==> src/rtl/cmd_fill_engine.sv <==
// Bulk write engine for video memory: streams one write per clock for CLEAR/FILL/FILL_RANGE.
// Optional PATTERN opcode (8'h04) is enabled by defining CMD_FILL_PATTERN_EN.
module cmd_fill_engine #(
    parameter int ADDR_W = 16,
    parameter int DATA_W = 8
) (
    input  logic              clock,
    input  logic              reset_n,
    input  logic [7:0]        command,
    input  logic              request,
    input  logic [ADDR_W-1:0] user_addr,
    input  logic [ADDR_W:0]   user_len,
    input  logic [DATA_W-1:0] fill_value,
    input  logic              abort,
    output logic [ADDR_W-1:0] cmd_mem_addr,
    output logic [DATA_W-1:0] cmd_mem_data,
    output logic              cmd_mem_wren,
    output logic              active,
    output logic              done,
    output logic              error
);

    localparam logic [7:0] OP_NOP        = 8'h00;
    localparam logic [7:0] OP_CLEAR      = 8'h01;
    localparam logic [7:0] OP_FILL       = 8'h02;
    localparam logic [7:0] OP_FILL_RANGE = 8'h03;
    localparam logic [7:0] OP_PATTERN    = 8'h04;

    localparam logic [ADDR_W:0] FULL_LEN = {1'b1, {ADDR_W{1'b0}}};

    typedef enum logic [1:0] {IDLE, RUN, DONE} state_t;

    state_t              state_reg, state_next;
    logic [ADDR_W:0]     remaining_reg, remaining_next;
    logic [ADDR_W-1:0]   addr_reg, addr_next;
    logic [DATA_W-1:0]   data_reg, data_next;
    logic                wren_reg, wren_next;
    logic                active_reg, active_next;
    logic                done_reg, done_next;
    logic                error_reg, error_next;
    logic                pattern_reg, pattern_next;

    always_ff @(posedge clock or negedge reset_n) begin
        if (!reset_n) begin
            state_reg     <= IDLE;
            remaining_reg <= '0;
            addr_reg      <= '0;
            data_reg      <= '0;
            wren_reg      <= 1'b0;
            active_reg    <= 1'b0;
            done_reg      <= 1'b0;
            error_reg     <= 1'b0;
            pattern_reg   <= 1'b0;
        end else begin
            state_reg     <= state_next;
            remaining_reg <= remaining_next;
            addr_reg      <= addr_next;
            data_reg      <= data_next;
            wren_reg      <= wren_next;
            active_reg    <= active_next;
            done_reg      <= done_next;
            error_reg     <= error_next;
            pattern_reg   <= pattern_next;
        end
    end

    always_comb begin
        state_next     = state_reg;
        remaining_next = remaining_reg;
        addr_next      = addr_reg;
        data_next      = data_reg;
        wren_next      = wren_reg;
        active_next    = active_reg;
        pattern_next   = pattern_reg;
        done_next      = 1'b0;
        error_next     = 1'b0;

        case (state_reg)
            IDLE: begin
                if (request) begin
                    case (command)
                        OP_NOP: ;
                        OP_CLEAR: begin
                            state_next     = RUN;
                            remaining_next = FULL_LEN;
                            addr_next      = '0;
                            data_next      = '0;
                            wren_next      = 1'b1;
                            active_next    = 1'b1;
                            pattern_next   = 1'b0;
                        end
                        OP_FILL: begin
                            state_next     = RUN;
                            remaining_next = FULL_LEN;
                            addr_next      = '0;
                            data_next      = fill_value;
                            wren_next      = 1'b1;
                            active_next    = 1'b1;
                            pattern_next   = 1'b0;
                        end
                        OP_FILL_RANGE: begin
                            // Zero length still passes through RUN so done lands one edge later.
                            state_next     = RUN;
                            remaining_next = user_len;
                            addr_next      = user_addr;
                            pattern_next   = 1'b0;
                            if (user_len != '0) begin
                                data_next   = fill_value;
                                wren_next   = 1'b1;
                                active_next = 1'b1;
                            end
                        end
`ifdef CMD_FILL_PATTERN_EN
                        OP_PATTERN: begin
                            state_next     = RUN;
                            remaining_next = FULL_LEN;
                            addr_next      = '0;
                            data_next      = fill_value;
                            wren_next      = 1'b1;
                            active_next    = 1'b1;
                            pattern_next   = 1'b1;
                        end
`endif
                        default: error_next = 1'b1;
                    endcase
                end
            end
            RUN: begin
                if (abort) begin
                    state_next  = IDLE;
                    wren_next   = 1'b0;
                    active_next = 1'b0;
                    addr_next   = '0;
                    data_next   = '0;
                end else if (remaining_reg > 1) begin
                    remaining_next = remaining_reg - 1'b1;
                    addr_next      = addr_reg + 1'b1;
                    if (pattern_reg) begin
                        data_next = data_reg + 1'b1;
                    end
                end else begin
                    state_next  = DONE;
                    wren_next   = 1'b0;
                    active_next = 1'b0;
                    done_next   = 1'b1;
                    addr_next   = '0;
                    data_next   = '0;
                end
            end
            DONE: state_next = IDLE;
            default: state_next = IDLE;
        endcase
    end

    assign cmd_mem_addr = addr_reg;
    assign cmd_mem_data = data_reg;
    assign cmd_mem_wren = wren_reg;
    assign active       = active_reg;
    assign done         = done_reg;
    assign error        = error_reg;

endmodule

==> config.mk <==
export PLATFORM = sky130hd
export DESIGN_NAME = cmd_fill_engine
export DESIGN_NICKNAME = d
export VERILOG_FILES = /design/src/rtl/cmd_fill_engine.sv
export SDC_FILE = /design/constraint.sdc
export NUM_CORES = 1
export LEC_CHECK = 0
export BUFFER_PORTS_ARGS = -buffer_cell sky130_fd_sc_hd__buf_2
export CORE_ASPECT_RATIO = 0.7
export CORE_MARGIN = 2
export CORE_UTILIZATION = 56
export CTS_BUF_LIST = sky130_fd_sc_hd__clkbuf_16
export CTS_CLUSTER_SIZE = 28
export DETAILED_ROUTE_END_ITERATION = 10
export PLACE_DENSITY = 0.82
export RECOVER_POWER = 100
export SYNTH_ARGS = -nofsm -noshare
export SYNTH_HDL_FRONTEND = slang
export SYNTH_SLANG_ARGS = --single-unit
==> constraint.sdc <==
create_clock -name clock -period 6.3 [get_ports clock]
set_input_delay 0 -clock clock [delete_from_list [all_inputs] [get_ports clock]]
set_output_delay 0 -clock clock [all_outputs]
set_load 0.02 [all_outputs]
==> flow_metrics.tcl <==
set metrics [dict create \
    status "finished, violations left" \
    violations "capacitance limit, slew limit" \
    crit_type "reg2reg" \
    tightestPinTransition_ns 2.52 \
    syn_area_um2 2810 \
    net-switching-power_uw 265 \
    drc 0 \
    yosys.area.top_type "dfrtp_1" \
    cp.arrival_ns 4.06 \
    num_antenna_cells 0 \
    grt_pass1_vias 2723 \
    drv_cap 2 \
    async_flop_share 1.00 \
    wl_per_cell_um 17.3 \
    p_sw_frac 0.297 \
    yosys_warnings 0 \
    core_um2 4810 \
    synth_edf_count 0 \
    ys_top_cells_by_area "dfrtp_1 (41%), o21ai_0 (4.3%), nand2_1 (4.0%)" \
    antenna_found_initial 0 \
    cts_tree "yes" \
    relSlewSlack -0.680 \
    viasPerCell 6.28 \
    hold_viol 0 \
    cts_root_buf "clkbuf_16" \
    power_uw 894 \
    power_frac_clock 0.380 \
    layout-drive-gt1-share 0.170 \
    largest_register_ffs 17 \
    path_clk_slew_ns 0.07 \
    multi_input_area_um2 1470 \
    endpoint_kind "flop" \
    htreeDepth 2 \
    rsz0062_at_grt "false" \
    layout_commonest_cell "buf_2" \
    cts_setup_buffers 0 \
    ys_types 48 \
    syn_nets 376 \
    yosysTopAreaCellShare 0.410 \
    post_cts_resized 0 \
    fillers 398 \
    dr.pass1.iters 6 \
    synth-seq-cells 46 \
    grt_max_degree 47 \
    final_nets 462 \
    vdd_ir_drop_max_v 0.000199 \
    routabilityCongestion 0.931 \
    required_ns 6.47 \
    setup_viol 0 \
    fin_skew_ns 0.00670 \
    wl_um 8210 \
    grt_overflow 0 \
    seq_area_um2 1150 \
    leakagePower_uw 0.00145 \
    setup_tns_ns 0 \
    period_minus_slack_ns 3.89 \
    final_cell_mix "buf_2 (51), dfrtp_1 (46), nand2_1 (30), clkbuf_1 (30), o21ai_0 (26)" \
    initial_core_util 0.584 \
    syn2layout_area_growth_pct 24.5 \
    hp-class "in2reg" \
    syn-instance-count 320 \
    rows 21 \
    antenna_left 0 \
    grt_use_total 0.301 \
    dominantRegCellSynth "dfrtp_1" \
    drt_iter0_markers 276 \
    ys_seq_area_frac 0.410 \
    port_buffers 80 \
    hpwl_um 5710 \
    clock-sinks 46 \
    io_pins 81 \
    cts_buffer_depth 2 \
    cts_hold_buf 12 \
    cp_max_fo 27 \
    p_per_area_nw_per_um2 256 \
    fin_crit_sh 0.617 \
    p_int_uw 628 \
    avgSynthCellArea_um2 8.78 \
    grt_pass1_wl_um 13200 \
    dieArea_um2 5610 \
    die_y_um 63.3 \
    critPathLaunchType "flop" \
    slew_viol_final 57 \
    chipWidth_um 88.7 \
    vias 2989 \
    clk_latency_ns 0.28 \
    pwr-share-comb 0.211 \
    p_seq_frac 0.409 \
    numCtsBuffers 5 \
    max_freq_ghz 0.257 \
]
==> cell usage after synthesis, types with 3 or more instances <==
master,number
or3_1,3
nor3_1,11
o31ai_1,4
o311ai_0,4
nand2b_1,3
buf_2,5
inv_1,23
o22ai_1,4
and3_1,6
nor2_1,19
o2bb2ai_1,12
a32oi_1,6
a22oi_1,5
mux2i_1,10
a22o_1,7
nor2b_1,3
nand4_1,4
nand3_1,11
nand2_1,30
a21oi_1,15
nor4_1,17
o211ai_1,7
o21ai_0,24
dfrtp_1,46
ha_1,3
clkbuf_1,9
==> metal layers <==
| layer | share of wire | wire (um) | GRT usage | vias to the layer above |
|---|---|---|---|---|
| met5 | 0 | 0 | 0 | - |
| met4 | 0.016 | 130 | 0.0606 | 0 |
| met3 | 0.10 | 841 | 0.0799 | 20 |
| met2 | 0.44 | 3620 | 0.452 | 183 |
| met1 | 0.44 | 3620 | 0.438 | 1406 |
| li1 | - | - | - | 1380 |
==> metrics by stage <==
stage | setup slack [ns] | cells | hold WS [ns] | utilization | instance area (um2)
3_3_place_gp | 2.96 | 456 | 0.227 | 0.674 | 3240
6_report | 2.41 | 476 | 0.00256 | 0.727 | 3500
2_1_floorplan | 3.86 | 320 | -0.296 | - | 2810
5_1_grt | 2.06 | 476 | 0.00732 | 0.727 | 3500
3_5_place_dp | 2.83 | 456 | 0.230 | 0.674 | 3240
4_1_cts | 2.85 | 476 | 0.000984 | 0.740 | 3560
==> power by group through the flow <==
stage | clock (uW) | combinational, uW | sequential, uW
2_1_floorplan | 0 | 84.2 | 396
3_3_place_gp | 0 | 182 | 365
3_5_place_dp | 0 | 188 | 368
4_1_cts | 345 | 196 | 363
5_1_grt | 363 | 209 | 370
6_report | 340 | 188 | 366
==> cells by family after synthesis <==
logic type / Yosys count / synth area share
muxes: 11 / 0.0410
and+or+nand+nor: 117 / 0.219
adders and majority gates: 3 / 0.0134
AOI/OAI and AO/OA: 103 / 0.255
DFF: 46 / 0.410
buffers and inverters: 40 / 0.0624
==> worst max-delay path, stage by stage (launching register included) <==
cell,delay (ns)
dfrtp_1,0.42
nor4_1,0.72
o2111ai_1,0.37
o21a_1,0.59
nor3_1,1.32
mux2_4,0.36
==> path summary, 6_finish.rpt <==
path	to	depth (start not counted)	slack, ns	start
setup / recovery	active$_DFFE_PN0P_	5	2.41	remaining_reg[5]$_DFFE_PN0P_
hold / removal	cmd_mem_addr[13]$_DFFE_PN0P_	3	0.003	user_addr[13]
setup reg to reg	active$_DFFE_PN0P_	5	2.41	remaining_reg[5]$_DFFE_PN0P_
min in group asynchronous	done$_DFF_PN0_	2	1.03	reset_n
max in group asynchronous	active$_DFFE_PN0P_	2	3.83	reset_n
hold reg to reg	remaining_reg[14]$_DFFE_PN0P_	1	0.51	remaining_reg[14]$_DFFE_PN0P_
==> layout make-up <==
cell class	count	area share
timing repair buffer	96	0.146
sequential	46	0.329
tap	69	0.0247
clock inverter	3	0.0197
clock buffer	5	0.0358
inverter	23	0.0247
multi-input combinational	234	0.420
Note: power is estimated with default switching activity, not from simulation.
